==> config.mk <==
export PLATFORM = sky130hd
export DESIGN_NAME = cache_port_arb
export DESIGN_NICKNAME = d
export VERILOG_FILES = /design/src/rtl/cache_port_arb.sv
export SDC_FILE = /design/constraint.sdc
export NUM_CORES = 1
export LEC_CHECK = 0
export BUFFER_PORTS_ARGS = -buffer_cell sky130_fd_sc_hd__buf_2
export CAP_MARGIN = 40
export CELL_PAD_IN_SITES_DETAIL_PLACEMENT = 0
export CELL_PAD_IN_SITES_GLOBAL_PLACEMENT = 1
export CORE_ASPECT_RATIO = 1.5
export CORE_MARGIN = 4
export CORE_UTILIZATION = 39
export CTS_BUF_LIST = sky130_fd_sc_hd__clkbuf_4 sky130_fd_sc_hd__clkbuf_8 sky130_fd_sc_hd__clkbuf_16
export DETAILED_ROUTE_END_ITERATION = 8
export PLACE_DENSITY_LB_ADDON = 0.05
export SETUP_SLACK_MARGIN = 0.1
export SYNTH_ARGS = -nofsm -noshare
export SYNTH_HDL_FRONTEND = slang
export SYNTH_SLANG_ARGS = --single-unit
==> constraint.sdc <==
create_clock -name clk -period 2.1 [get_ports clk]
set_input_delay 0.21 -clock clk [delete_from_list [all_inputs] [get_ports clk]]
set_output_delay 0.21 -clock clk [all_outputs]
set_load 0.01 [all_outputs]
==> src/rtl/cache_port_arb.sv <==
// cache_port_arb
// Two-requester arbiter in front of a single cache controller port.
// The instruction-fetch unit (IFU, read only) and the load/store unit (LSU)
// compete for the port. Ties are broken round robin against the last
// owner. Each transaction issues exactly one downstream strobe, then
// waits for the controller to go idle before acknowledging the requester.
//
// Ports
//   clk, rst_x                 system clock, asynchronous active-low reset
//   ifu_req/addr -> ifu_ack/rdata            fetch request / completion
//   lsu_req/we/addr/wdata/mask -> lsu_ack/rdata  load/store request / completion
//   c_rd_en/c_wr_en/c_addr/c_wdata/c_mask    cache controller command
//   c_rdata, c_busy                          cache controller response
//   o_grant                                  current/last owner (0=IFU, 1=LSU)
//   o_timeout                                sticky wait-timeout flag
//
// Parameter
//   TIMEOUT  number of busy WAIT cycles that trips o_timeout (1..65535).
//            The flag sets on the clock edge that ends the TIMEOUT-th busy
//            WAIT cycle of a transaction.

module cache_port_arb #(
    parameter int unsigned TIMEOUT = 4096
) (
    input  logic        clk,
    input  logic        rst_x,

    input  logic        ifu_req,
    input  logic [31:0] ifu_addr,
    output logic        ifu_ack,
    output logic [31:0] ifu_rdata,

    input  logic        lsu_req,
    input  logic        lsu_we,
    input  logic [31:0] lsu_addr,
    input  logic [31:0] lsu_wdata,
    input  logic [3:0]  lsu_mask,
    output logic        lsu_ack,
    output logic [31:0] lsu_rdata,

    output logic        c_rd_en,
    output logic        c_wr_en,
    output logic [31:0] c_addr,
    output logic [31:0] c_wdata,
    output logic [3:0]  c_mask,
    input  logic [31:0] c_rdata,
    input  logic        c_busy,

    output logic        o_grant,
    output logic        o_timeout
);

    // state | meaning
    // IDLE  | no transaction; arbitrate between eligible requesters
    // ISSUE | one-cycle downstream strobe; capture c_rdata as hit data
    // WAIT  | wait for c_busy low, count busy cycles for the timeout
    typedef enum logic [1:0] {
        ST_IDLE  = 2'd0,
        ST_ISSUE = 2'd1,
        ST_WAIT  = 2'd2
    } state_e;

    localparam logic [15:0] TMO = 16'(TIMEOUT);

    state_e      state_q, state_d;
    logic        grant_q, grant_d;
    logic        we_q, we_d;
    logic [31:0] addr_q, addr_d;
    logic [31:0] wdata_q, wdata_d;
    logic [3:0]  mask_q, mask_d;
    logic [31:0] hit_q, hit_d;
    logic [15:0] cnt_q, cnt_d;
    logic        tmo_q, tmo_d;
    logic        ifu_ack_q, ifu_ack_d;
    logic        lsu_ack_q, lsu_ack_d;
    logic [31:0] ifu_rdata_q, ifu_rdata_d;
    logic [31:0] lsu_rdata_q, lsu_rdata_d;

    logic        ifu_elig;
    logic        lsu_elig;
    logic        pick_lsu;
    logic        null_store;
    logic [31:0] done_data;

    // A requester whose ack is high this cycle is still holding req for the
    // transaction that just finished, so it must not be granted again.
    assign ifu_elig = ifu_req & ~ifu_ack_q;
    assign lsu_elig = lsu_req & ~lsu_ack_q;
    assign pick_lsu = lsu_elig & (~ifu_elig | ~grant_q);

    assign null_store = we_q & (mask_q == 4'b0000);

    // The counter only advances on busy WAIT cycles and saturates at
    // TIMEOUT >= 1, so zero identifies the first WAIT cycle: a hit.
    assign done_data = (cnt_q == 16'd0) ? hit_q : c_rdata;

    always_ff @(posedge clk or negedge rst_x) begin
        if (!rst_x) begin
            state_q     <= ST_IDLE;
            grant_q     <= 1'b1;
            we_q        <= 1'b0;
            addr_q      <= '0;
            wdata_q     <= '0;
            mask_q      <= '0;
            hit_q       <= '0;
            cnt_q       <= '0;
            tmo_q       <= 1'b0;
            ifu_ack_q   <= 1'b0;
            lsu_ack_q   <= 1'b0;
            ifu_rdata_q <= '0;
            lsu_rdata_q <= '0;
        end else begin
            state_q     <= state_d;
            grant_q     <= grant_d;
            we_q        <= we_d;
            addr_q      <= addr_d;
            wdata_q     <= wdata_d;
            mask_q      <= mask_d;
            hit_q       <= hit_d;
            cnt_q       <= cnt_d;
            tmo_q       <= tmo_d;
            ifu_ack_q   <= ifu_ack_d;
            lsu_ack_q   <= lsu_ack_d;
            ifu_rdata_q <= ifu_rdata_d;
            lsu_rdata_q <= lsu_rdata_d;
        end
    end

    always_comb begin
        state_d     = state_q;
        grant_d     = grant_q;
        we_d        = we_q;
        addr_d      = addr_q;
        wdata_d     = wdata_q;
        mask_d      = mask_q;
        hit_d       = hit_q;
        cnt_d       = cnt_q;
        tmo_d       = tmo_q;
        ifu_ack_d   = 1'b0;
        lsu_ack_d   = 1'b0;
        ifu_rdata_d = ifu_rdata_q;
        lsu_rdata_d = lsu_rdata_q;
        c_rd_en     = 1'b0;
        c_wr_en     = 1'b0;

        case (state_q)
            ST_IDLE: begin
                if (ifu_elig || lsu_elig) begin
                    state_d = ST_ISSUE;
                    grant_d = pick_lsu;
                    if (pick_lsu) begin
                        addr_d  = lsu_addr;
                        we_d    = lsu_we;
                        wdata_d = lsu_wdata;
                        mask_d  = lsu_mask;
                    end else begin
                        addr_d  = ifu_addr;
                        we_d    = 1'b0;
                    end
                end
            end

            ST_ISSUE: begin
                hit_d = c_rdata;
                cnt_d = '0;
                if (null_store) begin
                    // Nothing to write: finish without touching the cache.
                    state_d   = ST_IDLE;
                    lsu_ack_d = 1'b1;
                end else begin
                    c_rd_en = ~we_q;
                    c_wr_en = we_q;
                    state_d = ST_WAIT;
                end
            end

            ST_WAIT: begin
                if (!c_busy) begin
                    state_d = ST_IDLE;
                    if (grant_q) begin
                        lsu_ack_d   = 1'b1;
                        lsu_rdata_d = done_data;
                    end else begin
                        ifu_ack_d   = 1'b1;
                        ifu_rdata_d = done_data;
                    end
                end else if (cnt_q != TMO) begin
                    cnt_d = cnt_q + 16'd1;
                    if ((cnt_q + 16'd1) == TMO) begin
                        tmo_d = 1'b1;
                    end
                end
            end

            default: begin
                state_d = ST_IDLE;
            end
        endcase
    end

    assign ifu_ack   = ifu_ack_q;
    assign lsu_ack   = lsu_ack_q;
    assign ifu_rdata = ifu_rdata_q;
    assign lsu_rdata = lsu_rdata_q;
    assign c_addr    = addr_q;
    assign c_wdata   = wdata_q;
    assign c_mask    = mask_q;
    assign o_grant   = grant_q;
    assign o_timeout = tmo_q;

endmodule

# After elaboration in Yosys (flattened, before gate mapping)
# Index checks and enable logic that the tools add are counted.
[classes]
n_mux = 21
eq_ne = 8
n_bitwise = 11
n_reduce_logical = 12
n_addsub = 1
[op_table]
columns = ["operator", "n"]
rows = [
  ["two-way mux 32 bit", 2],
  ["two-way mux 16 bit", 2],
  ["case mux 16 bit (2 select lines)", 1],
  ["adder 16 x 1 -> 16 bit, second input constant", 1],
  ["== test 16 x 13 -> 1 bit, second input constant", 1],
  ["logical NOT 16 bit", 1],
  ["!= test 16 x 13 -> 1 bit, second input constant", 1],
  ["AND reduction 3 bit", 4],
  ["two-way mux 1 bit", 11],
  ["!= test 2 bit, second input constant", 4],
  ["two-way mux 2 bit", 3],
  ["inverter 1 bit", 6],
  ["case mux 2 bit (3 select lines)", 1],
  ["AND 1 bit", 4],
  ["logical NOT 4 bit", 1],
  ["AND reduction 2 bit", 2],
  ["AND reduction 4 bit", 1],
  ["== test 2 x 1 -> 1 bit, second input constant", 1],
  ["== test 2 bit, second input constant", 1],
  ["logical NOT 2 bit", 1],
  ["case mux 1 bit (2 select lines)", 1],
  ["nonzero test 2 bit", 1],
  ["logical OR 1 bit", 1],
  ["bitwise OR 1 bit", 1],
]
[totals]
output_inout_bits = 138
in_bits = 138
wordCells = 66
register_bits = 187

# Logic depth before layout (Yosys ltp)
[logic_depth]
word_depth = 6
mapped_depth = 9
mapped_depth_nobuf = 7

# Worst setup path before layout
# OpenSTA, ideal clock, no wires.
[synth_path]
path_kind = "reg-to-reg"
startpoint = "register grant_q (netlist: o_grant)"
endpoint = "register wdata_q[10] (netlist: c_wdata[10])"
n_path_buf = 1
setup_slack_ps = 256
stages_incl_launch_ff = 7
arrival_time_ps = 1720
setup_ps = 125
period_less_slack_ps = 1844
t_required_ps = 1975
path_cell_list = "dfstp_2 -> nand3b_1 -> nand3_1 -> inv_1 -> nand2_1 -> buf_2 -> mux2_2"
[synth_between]
elab_chain_len = 4
[synth_rtl]
columns = ["item", "line", "source"]
rows = [
  ["from (decl)", "66", "logic grant_q, grant_d;"],
  ["from (signal assigned)", "114", "grant_q <= grant_d;"],
  ["inverter 1 bit (no source line)", "-", ""],
  ["bitwise OR 1 bit", "89", "assign pick_lsu = lsu_elig & (~ifu_elig | ~grant_q);"],
  ["AND 1 bit", "89", ""],
  ["AND reduction 3 bit (no source line)", "-", ""],
  ["to (signal assigned)", "117", "wdata_q <= wdata_d;"],
  ["to (decl)", "69", "logic [31:0] wdata_q, wdata_d;"],
]
# Every way passes these cells.
# A chain may end at the register's enable or synchronous reset.

# Worst setup path in the final report
[layout_path]
startpoint = "register cnt_q[10]"
endpoint = "register tmo_q (netlist: o_timeout)"
[layout_between]
elab_chain_len = 3
elab_cells_between_ends = 4
cone_classes = "add/sub (1); eq/ne (2); reduce/logical (1)"
[layout_rtl]
columns = ["item", "line", "source"]
rows = [
  ["from (decl)", "72", "logic [15:0] cnt_q, cnt_d;"],
  ["from (signal assigned)", "120", "cnt_q <= cnt_d;"],
  ["adder 16 x 1 -> 16 bit", "189", "if ((cnt_q + 16'd1) == TMO) begin"],
  ["== test 16 x 13 -> 1 bit", "189", ""],
  ["AND reduction 4 bit (no source line) *", "-", ""],
  ["to (signal assigned)", "121", "tmo_q <= tmo_d;"],
  ["to (decl)", "73", "logic tmo_q, tmo_d;"],
]
# Every way passes the cells marked *; elsewhere a longest branch is shown, timed or not.

==> run metrics <==
Slew @ Worst Pin=0.555 ns; CP Class=flip-flop to flip-flop; setup TNS=0 ns; sequential-to-total area share from yosys stat=57.2%; routability cong.=0.842; Primary FF master, synth=dfrtp_1; worst hold slack=0.0206 ns; Tot Pwr=16600 uW; CORE AREA=0.0205 mm2; I/O pin count=276; most frequent cells in the layout=buf_2 (274), dfrtp_1 (184), nand2_1 (84), mux2_2 (68), mux2i_1 (50); Arr. time, crit path=2.25 ns; mapped cell area=0.00818 mm2; Final Hold Viols=0; power share of the combinational group=44.5%; routed len/inst=18.1 um; number of I/O port buffers=275; clock sink total=187; syn nets=851; clock power share=18.4%; DR iter-0 viols=203; # H-tree levels=4; Power Internal=10600 uW; Yosys warnings=0; leak pwr=0.00546 uW; power density cells=1490 mW/mm2; Die Wd=126 um; Rel. slew slack=63.0%; # diodes=0; footprint of the multi-input gates=0.00336 mm2; critical path cell sequence=nand4_1 -> buf_4 -> nor4_2 -> mux2_1 -> a21oi_1 -> o41ai_2; max cap viols=0; Fmax achieved=514 MHz; number of flops mapped to enable cells by yosys=0; # fillers=1921; first-pass GRT wire length=35800 um; dpl cells=1236; CP peak stage delay=0.54 ns; largest cells by area after synthesis=dfrtp_1 (57%), mux2_2 (9.4%), mux2i_1 (8.0%), nand2_1 (3.9%), o21ai_0 (3.0%); VDD IR max=0.763 mV; floorplan row count=64; antenna-violating nets left=0; Final Setup Violations=0; Post-synth ARST share=100%; Synth-to-Final Area Change=36.7%; Worst Path Required=2.41 ns; Initial Util=39.9%; nets@finish=1170; storage element area=0.00468 mm2; WL final=23600 um; Final Non-Filler Cells=1302; Yosys top cell area share=56.9%; Sw Pwr=6010 uW; worst hold path class=primary input to flip-flop; sequential share of power=37.1%; CP endpoint kind=flip-flop; most common cell after layout, fill and taps aside=buf_2; initial antenna violation count=1; vias post-DR=6449; Placement Cell Area=0.0100 mm2; post-synth cell types=58; die area=0.0234 mm2; status=complete, no violations; clk_lat worst skew=0.43 ns; RSZ-0062 raised after global routing=true; DR DRC count=0; Hold Crit Start=lsu_wdata[26]; Vias/cell=4.95; CTS tree=built; clk buf depth=2; crit path max fanout=9; Clock Pin Slew Worst Setup and Hold Paths=0.07 ns; max-slew violations=0; critical path launch point=cnt_q[10]; worst r2r src=cnt_q[10]; Post-Syn Instances=708; register bit total from synthesis=187; total CTS buffers=17; Root Driver=clkbuf_16; Post-Layout Inst Area=0.0112 mm2; Congestion Overflow GR=0; Clock Skew=0.00963 ns; Sw Share=36.1%; leading area contributor after synthesis=dfrtp_1; DP HPWL=17100 um; maximum number of pins on one net before global-route repair=66; vias in the first global route=6671; Avg Cell Area, Syn=11.6 um2; die height=185 um; crit path max-delay cell type=dfrtp_1; drt pass-1 iters=4; share of cells above drive strength 1=44.1%; Tmin final=1.95 ns; period utilisation layout=92.7%; GRT Total Usage=19.4%; critical path launch point type=flip-flop
==> worst paths after layout <==
| kind | cells past startpoint | end | slack [ns] |
|---|---|---|---|
| max | 6 | o_timeout | 0.15 |
| min | 2 | c_wdata[26] | 0.02 |
| max reg2reg | 6 | o_timeout | 0.15 |
| min reg2reg | 2 | o_timeout | 0.47 |
| max in group asynchronous | 3 | o_grant | 1.06 |
| min in group asynchronous | 2 | cnt_q[7] | 0.32 |
==> metrics by stage <==
| stage | utilization [%] | worst slack [ns] |
|---|---|---|
| floorplan | - | 0.256 |
| global placement | 49.0 | 0.109 |
| detailed placement | 49.0 | 0.0560 |
| CTS | 53.1 | 0.0904 |
| global route | 54.5 | 0.0442 |
| finish | 54.5 | 0.154 |
==> timing repair <==
item | CTS | global route
hold buffers | 28 | 2
buffers inserted | 0 | 3
gates cloned | 0 | 3
endpoints found under the setup margin | 38 | 80
gates resized for setup | 2 | 34
pin swaps | 0 | 4
endpoints found under the hold margin | 82 | 2
==> layout make-up <==
cell class,count,share of cell area [%]
repair buffers,347,19.7
multi-input cells,463,30.0
flip-flops and latches,187,41.9
clock buffers,25,4.73
clock inverters,5,0.302
inverters,11,0.369
well taps,264,2.95
==> per-layer routing <==
metal | vias to the layer above | global-route usage (%) | routed length, um
met1 | 3122 | 22.2 | 9110
met4 | 2 | 7.21 | 586
met3 | 39 | 5.74 | 1350
met5 | - | 0 | 7
met2 | 172 | 34.4 | 12600
li1 | 3114 | - | -
==> sequential cells by signal (all words and copies together), names as in the netlist <==
| signal | cells |
|---|---|
| cnt_q | 16 |
| ifu_ack | 1 |
| lsu_ack | 1 |
| c_mask | 4 |
| state_q | 2 |
| o_timeout | 1 |
| we_q | 1 |
| hit_q | 32 |
| c_wdata | 32 |
| ifu_rdata | 32 |
| o_grant | 1 |
| lsu_rdata | 32 |
| c_addr | 32 |
==> critical path, delay by kind of cell, from the launching register on <==
kind,cells,cell delay (ns)
AO/OA/AOI/OAI,2,0.33
buffers and inverters,1,0.19
flip-flops,1,0.54
multiplexers,1,0.35
AND/OR/NAND/NOR,2,0.41
==> cells by family (layout without fill, tap and decap cells) <==
family	Yosys count	count (layout)	share of synthesized area, %
buffers and inverters	58	388	3.95
XOR/XNOR	5	5	0.535
flip-flops	187	187	57.2
multiplexers	134	134	17.5
AO/OA/AOI/OAI	140	140	9.35
AND/OR/NAND/NOR	179	179	10.7
adder cells (fa/ha/maj)	5	5	0.765
==> power groups by stage <==
stage | clock network, uW | registers, uW | logic (uW)
2_1_floorplan | 0 | 6670 | 3550
3_3_place_gp | 0 | 6120 | 6620
3_5_place_dp | 0 | 6180 | 6800
4_1_cts | 3170 | 6130 | 6840
5_1_grt | 3320 | 6380 | 8090
6_report | 3060 | 6170 | 7390
==> synth_stat cells (all sizes together) (2+ instances only) <==
| master | instances |
|---|---|
| nand2b | 3 |
| o21ai | 83 |
| o41ai | 2 |
| and4 | 2 |
| o31ai | 2 |
| or3 | 3 |
| nand4 | 6 |
| mux2i | 65 |
| clkbuf | 25 |
| nor4 | 7 |
| inv | 11 |
| and3 | 2 |
| a21oi | 42 |
| buf | 22 |
| o21a | 2 |
| nor3 | 11 |
| nand2 | 84 |
| nor2 | 42 |
| mux2 | 69 |
| nor3b | 3 |
| ha | 5 |
| xnor2 | 4 |
| nand3 | 9 |
| dfrtp | 186 |
| nor2b | 2 |
| nand3b | 2 |
No activity file was read; power rests on OpenSTA's default activity.
